<file path="src/rtl/clock_pkg.sv">
// Shared definitions for the settable time-of-day clock: mode encoding,
// field widths and field maxima. Used by clock_set_ctrl and its bench.
package clock_pkg;

   // Mode encoding is visible on the mode port; 2'd3 is never produced.
   typedef enum logic [1:0] {
      RUN     = 2'd0,
      SET_HR  = 2'd1,
      SET_MIN = 2'd2
   } mode_t;

   localparam int HR_W    = 5;
   localparam int MIN_W   = 6;
   localparam int SEC_W   = 6;

   localparam int HR_MAX  = 23;
   localparam int MIN_MAX = 59;
   localparam int SEC_MAX = 59;

   // Mode sequence advanced by each mode_pulse; the illegal encoding
   // (and anything unexpected) recovers to RUN.
   function automatic mode_t next_mode(input mode_t cur);
      mode_t nxt;
      case (cur)
         RUN:     nxt = SET_HR;
         SET_HR:  nxt = SET_MIN;
         default: nxt = RUN;
      endcase
      return nxt;
   endfunction

endpackage

</file>
<file path="src/rtl/mod_counter.sv">
// Modulo counter for one time field (0..MAX). inc advances the value,
// clr forces it to zero and has priority. wrap is a combinational carry:
// high in the cycle where an inc moves the value from MAX back to 0.
module mod_counter #(
   parameter int W   = 6,
   parameter int MAX = 59
) (
   input  logic         clk,
   input  logic         rst,
   input  logic         inc,
   input  logic         clr,
   output logic [W-1:0] value,
   output logic         wrap
);

   logic at_max;

   // Values above MAX cannot occur from reset, but are treated as the
   // wrap point so the field can never stick outside its range.
   assign at_max = (value >= W'(MAX));
   assign wrap   = inc && !clr && at_max;

   // Field register: async reset, clear beats increment.
   always_ff @(posedge clk or posedge rst) begin
      if (rst) begin
         value <= '0;
      end else if (clr) begin
         value <= '0;
      end else if (inc) begin
         value <= at_max ? '0 : value + 1'b1;
      end
   end

endmodule

</file>
<file path="src/rtl/clock_set_ctrl.sv">
// Time-of-day clock (hh:mm:ss) with a two-button setting interface.
// mode_pulse cycles RUN -> SET_HR -> SET_MIN -> RUN; inc_pulse bumps the
// field being set. The time only advances in RUN, one second per
// TICK_DIV clk_in cycles. Leaving SET_MIN restarts the second from zero.
// Optional display blinking during setting is built when the macro
// CLOCK_SET_BLINK_EN is defined; otherwise the blank outputs are tied low.
// Pulse inputs are single-cycle strobes, sampled on every rising edge with
// no handshake; a pulse is acted on at the edge where it is high.
module clock_set_ctrl
   import clock_pkg::*;
#(
   parameter int TICK_DIV = 100000000
) (
   input  logic             clk_in,
   input  logic             rst,
   input  logic             mode_pulse,
   input  logic             inc_pulse,
   output logic [HR_W-1:0]  hours,
   output logic [MIN_W-1:0] minutes,
   output logic [SEC_W-1:0] seconds,
   output logic [1:0]       mode,
   output logic             blank_hr,
   output logic             blank_min
);

   localparam int              PS_W   = (TICK_DIV > 1) ? $clog2(TICK_DIV) : 1;
   localparam logic [PS_W-1:0] PS_MAX = PS_W'(TICK_DIV - 1);

   mode_t            state_q;
   mode_t            state_d;
   logic [PS_W-1:0]  prescaler;
   logic [PS_W-1:0]  prescaler_d;

   logic tick;
   logic run_tick;
   logic set_inc;
   logic leaving_set_min;
   logic sec_inc;
   logic min_inc;
   logic hr_inc;
   logic sec_wrap;
   logic min_wrap;
   logic day_wrap_unused;

   assign tick            = (prescaler == PS_MAX);
   assign run_tick        = (state_q == RUN) && tick;
   // A coincident mode_pulse wins over inc_pulse.
   assign set_inc         = inc_pulse && !mode_pulse;
   assign leaving_set_min = (state_q == SET_MIN) && mode_pulse;

   // Prescaler next value: free-running in every mode, restarted when the
   // user commits the time by leaving SET_MIN.
   always_comb begin
      prescaler_d = prescaler + 1'b1;
      if (leaving_set_min || tick) begin
         prescaler_d = '0;
      end
   end

   // Prescaler register.
   always_ff @(posedge clk_in or posedge rst) begin
      if (rst) begin
         prescaler <= '0;
      end else begin
         prescaler <= prescaler_d;
      end
   end

   // Mode next-state: only mode_pulse moves the FSM; an illegal
   // encoding falls back to RUN on the next cycle.
   always_comb begin
      state_d = state_q;
      if (state_q != RUN && state_q != SET_HR && state_q != SET_MIN) begin
         state_d = RUN;
      end else if (mode_pulse) begin
         state_d = next_mode(state_q);
      end
   end

   // Mode register; its value is the mode output.
   always_ff @(posedge clk_in or posedge rst) begin
      if (rst) begin
         state_q <= RUN;
      end else begin
         state_q <= state_d;
      end
   end

   assign mode = state_q;

   // Field increments: ticks ripple through the carries only in RUN;
   // setting a field never carries into the next one.
   assign sec_inc = run_tick;
   assign min_inc = (run_tick && sec_wrap) || ((state_q == SET_MIN) && set_inc);
   assign hr_inc  = (run_tick && min_wrap) || ((state_q == SET_HR) && set_inc);

   mod_counter #(.W(SEC_W), .MAX(SEC_MAX)) u_sec (
      .clk   (clk_in),
      .rst   (rst),
      .inc   (sec_inc),
      .clr   (leaving_set_min),
      .value (seconds),
      .wrap  (sec_wrap)
   );

   mod_counter #(.W(MIN_W), .MAX(MIN_MAX)) u_min (
      .clk   (clk_in),
      .rst   (rst),
      .inc   (min_inc),
      .clr   (1'b0),
      .value (minutes),
      .wrap  (min_wrap)
   );

   mod_counter #(.W(HR_W), .MAX(HR_MAX)) u_hr (
      .clk   (clk_in),
      .rst   (rst),
      .inc   (hr_inc),
      .clr   (1'b0),
      .value (hours),
      .wrap  (day_wrap_unused)
   );

`ifdef CLOCK_SET_BLINK_EN
   localparam logic [PS_W-1:0] PS_HALF = PS_W'(TICK_DIV / 2);

   // Blank the field being set during the second half of each second.
   // Built from next-state values so the registered output lines up with
   // the prescaler and mode registers in the same cycle.
   always_ff @(posedge clk_in or posedge rst) begin
      if (rst) begin
         blank_hr  <= 1'b0;
         blank_min <= 1'b0;
      end else begin
         blank_hr  <= (state_d == SET_HR)  && (prescaler_d >= PS_HALF);
         blank_min <= (state_d == SET_MIN) && (prescaler_d >= PS_HALF);
      end
   end
`else
   assign blank_hr  = 1'b0;
   assign blank_min = 1'b0;
`endif

endmodule

</file>
<file path="config.mk">
export PLATFORM = sky130hd
export DESIGN_NAME = clock_set_ctrl
export DESIGN_NICKNAME = d
export VERILOG_FILES = /design/src/rtl/clock_pkg.sv /design/src/rtl/mod_counter.sv /design/src/rtl/clock_set_ctrl.sv
export SDC_FILE = /design/constraint.sdc
export NUM_CORES = 1
export LEC_CHECK = 0
export ABC_AREA = 1
export CELL_PAD_IN_SITES_DETAIL_PLACEMENT = 0
export CELL_PAD_IN_SITES_GLOBAL_PLACEMENT = 1
export CORE_MARGIN = 1
export CORE_UTILIZATION = 42
export CTS_CLUSTER_DIAMETER = 150
export CTS_CLUSTER_SIZE = 28
export DETAILED_ROUTE_END_ITERATION = 8
export PLACE_DENSITY_LB_ADDON = 0.1
export SKIP_LAST_GASP = 1
export SLEW_MARGIN = 20
export SYNTH_ARGS = -nofsm -noshare
export SYNTH_HDL_FRONTEND = slang
export SYNTH_SLANG_ARGS = --single-unit
</file>
<file path="constraint.sdc">
create_clock -name clk_in -period 2.25 [get_ports clk_in]
set_clock_uncertainty 0.1 [all_clocks]
set_input_delay 0.5625 -clock clk_in [delete_from_list [all_inputs] [get_ports clk_in]]
set_output_delay 0.5625 -clock clk_in [all_outputs]
set_load 0.005 [all_outputs]
</file>
==> out/summary.txt <==
largest cells by area after synthesis: dfrtp_1, nand2_1, nor2_1
period utilization: 88.0%
layout cells sized above 1: 8.85%
Die W: 83.3 um
Adder-Cell Fraction of Synth Area: 1.81%
CTS tree: built
placer congestion estimate: 0.898
vias in the first global route: 2341
Yosys reg bits: 46
Final WS setup: 271 ps
clock net sink count: 46
dpl cell area: 3120 um^2
Nets: 414
R2R Setup Slk: 330 ps
Max VDD drop: 0.393 mV
DP Cell Count: 476
setup TNS: 0 ps
count of pins over their slew limit: 0
die area: 6930 um^2
Reg clk slew, reported paths: 90 ps
Die Y: 83.3 um
gr usage total: 19.9%
CP peak stage delay: 550 ps
area leader, netlist: dfrtp_1
crit end category: output port
area share of the largest cell type after synthesis: 41.5%
1st-iter DRT viols: 73
Port Buffer Count: 22
first-pass GRT wire length: 11300 um
largest family of logic cells by synthesized area: simple AND/OR/NAND/NOR gates
Non-Filler Instances: 484
Cells after Synth: 374
CTS max path bufs: 2
MaxCap Viol Count: 0
Synth Area in XOR/XNOR: 5.69%
io pins: 25
RSZ-0062 raised after global routing: no
Power Density: 739 nW/um^2
slowest CP cell: clkdlybuf4s50_1
H-Tree Depth: 2
post-route core utilization: 50.9%
Crit Path Category: flip-flop to output port
Crit Path Max Fanout: 6
Crit path arrival time: 1320 ps
diode count: 0
CTS Buf Count: 5
via count: 2423
CTS Root Cell: clkbuf_8
hold bufs inserted after CTS: 0
Starting Density: 43.7%
yosys synthesis warning count: 0
Final Setup Violations: 0
Post-Synth Simple-Gate Area: 40.2%
grt total ovfl: 0
leakage: 1.56 nW
routed len/inst: 13.0 um
Post-Place Worst Slack: 144 ps
status: completed
Tmin final: 1980 ps
endpoints failing hold: 0
Compound-Gate Fraction of Synth Area: 3.34%
core outline area: 6350 um^2
Reg area: 1150 um^2
Synth Area per Inst: 7.41 um^2
Crit path max-delay family: buffers and inverters
Cell Area, Synth: 2770 um^2
num rows: 29
initial antenna violation count: 0
multi-input logic area: 1420 um^2
DP HPWL: 4760 um
clock latency on the worst-skew pair: 300 ps
largest net degree at the start of global routing: 47
Worst Path Required: 1590 ps
final instance area: 3230 um^2
Synth-to-Final Area Change: 16.6%
CP bufs+invs: 1
f_max: 505 MHz
post-CTS setup buffer count: 0
worst-path cell chain: clkdlybuf4s50_1
most frequent cells in the layout: nand2_1, nor2_1, dfrtp_1, nand3_1, inv_1
Total Wirelength: 6310 um
Startpoint Class: flip-flop
sequential share of the synthesized area: 41.5%
post-route ant nets: 0
Layout fillers: 645
DR pass1 iterations: 4
vias per cell: 5.01
Residual DRC: 0
Post-CTS Resized: 0
most common cell after layout, fill and taps aside: nand2_1
HP Class: flip-flop to flip-flop
Cell variety after synth: 29
mux share of post-synthesis cell area: 0%
[power by group]
part	internal (mW)	total, mW	switching (mW)
Combinational	0.299	0.655	0.356
Clock	0.327	0.618	0.290
Sequential	0.952	1.12	0.166
[cells by family after synthesis]
logic type | after synthesis
XOR/XNOR | 18
AND/OR/NAND/NOR | 240
adder cells (fa/ha/maj) | 4
flip-flops | 46
buffers and inverters | 50
other | 1
AO/OA/AOI/OAI | 15
[per-layer routing]
metal	vias up	track usage, %	share of wire, %
li1	1265	-	-
met1	1116	29.8	54
met2	33	29.7	42
met3	9	3.38	2.6
met4	0	5.02	1.1
met5	-	0	0
[state kept, by name, summed over array words and instances, names as in the netlist]
name         count
u_sec.value      6
u_min.value      6
mode             2
u_hr.value       5
prescaler       27
[Yosys cell counts]
cell / number
nor2_4: 2
nor2_1: 62
nor3b_1: 5
nand2_1: 86
nor4_1: 1
nor3_1: 16
a21oi_1: 6
conb_1: 1
xor2_1: 14
nand4_1: 12
o2111ai_2: 1
dfrtp_1: 46
clkbuf_1: 1
xnor2_1: 4
buf_4: 4
inv_1: 41
nand2_4: 3
ha_1: 4
or2_2: 1
nor2_2: 1
o21a_1: 2
inv_2: 4
nor3_2: 2
nor2_8: 1
nand2_2: 5
nand3b_1: 2
o21ai_0: 4
nand3_1: 41
a31oi_1: 2
[metrics by stage]
step / total power, mW / hold slack [ps]
finish: 2.39 / 400
global route: 2.58 / 447
CTS: 2.42 / 406
detailed placement: 1.80 / 395
global placement: 1.79 / 380
floorplan: 1.53 / 351
[path summary, 6_finish.rpt]
path                                from        endpoint  depth (start not counted)
hold reg to reg             prescaler[0]    prescaler[0]                          1
setup reg to reg            prescaler[0]  u_min.value[0]                         11
max in group asynchronous            rst    prescaler[0]                          3
hold / removal              prescaler[0]    prescaler[0]                          1
setup / recovery           u_hr.value[0]        hours[0]                          1
min in group asynchronous            rst   prescaler[25]                          3
[final cells by class]
type | instances | area share [%]
Multi-Input combinational cell | 279 | 44.0
Sequential cell | 46 | 35.6
Timing Repair Buffer | 29 | 8.82
Inverter | 45 | 5.22
Tap cell | 77 | 2.98
Clock buffer | 5 | 2.13
Clock inverter | 3 | 1.24
[worst register-to-register path: stages, from the launching register on]
cell and delay, ps:
dfrtp_1 410, ha_1 210, nand2_1 110, nor2_4 150, nand2_4 100, nor3_2 150, nand2_2 140, nor2_8 180
nand2_4 110, nand2_4 110, nand2_1 60, nand2_1 50
No activity file was read; power rests on OpenSTA's default activity.
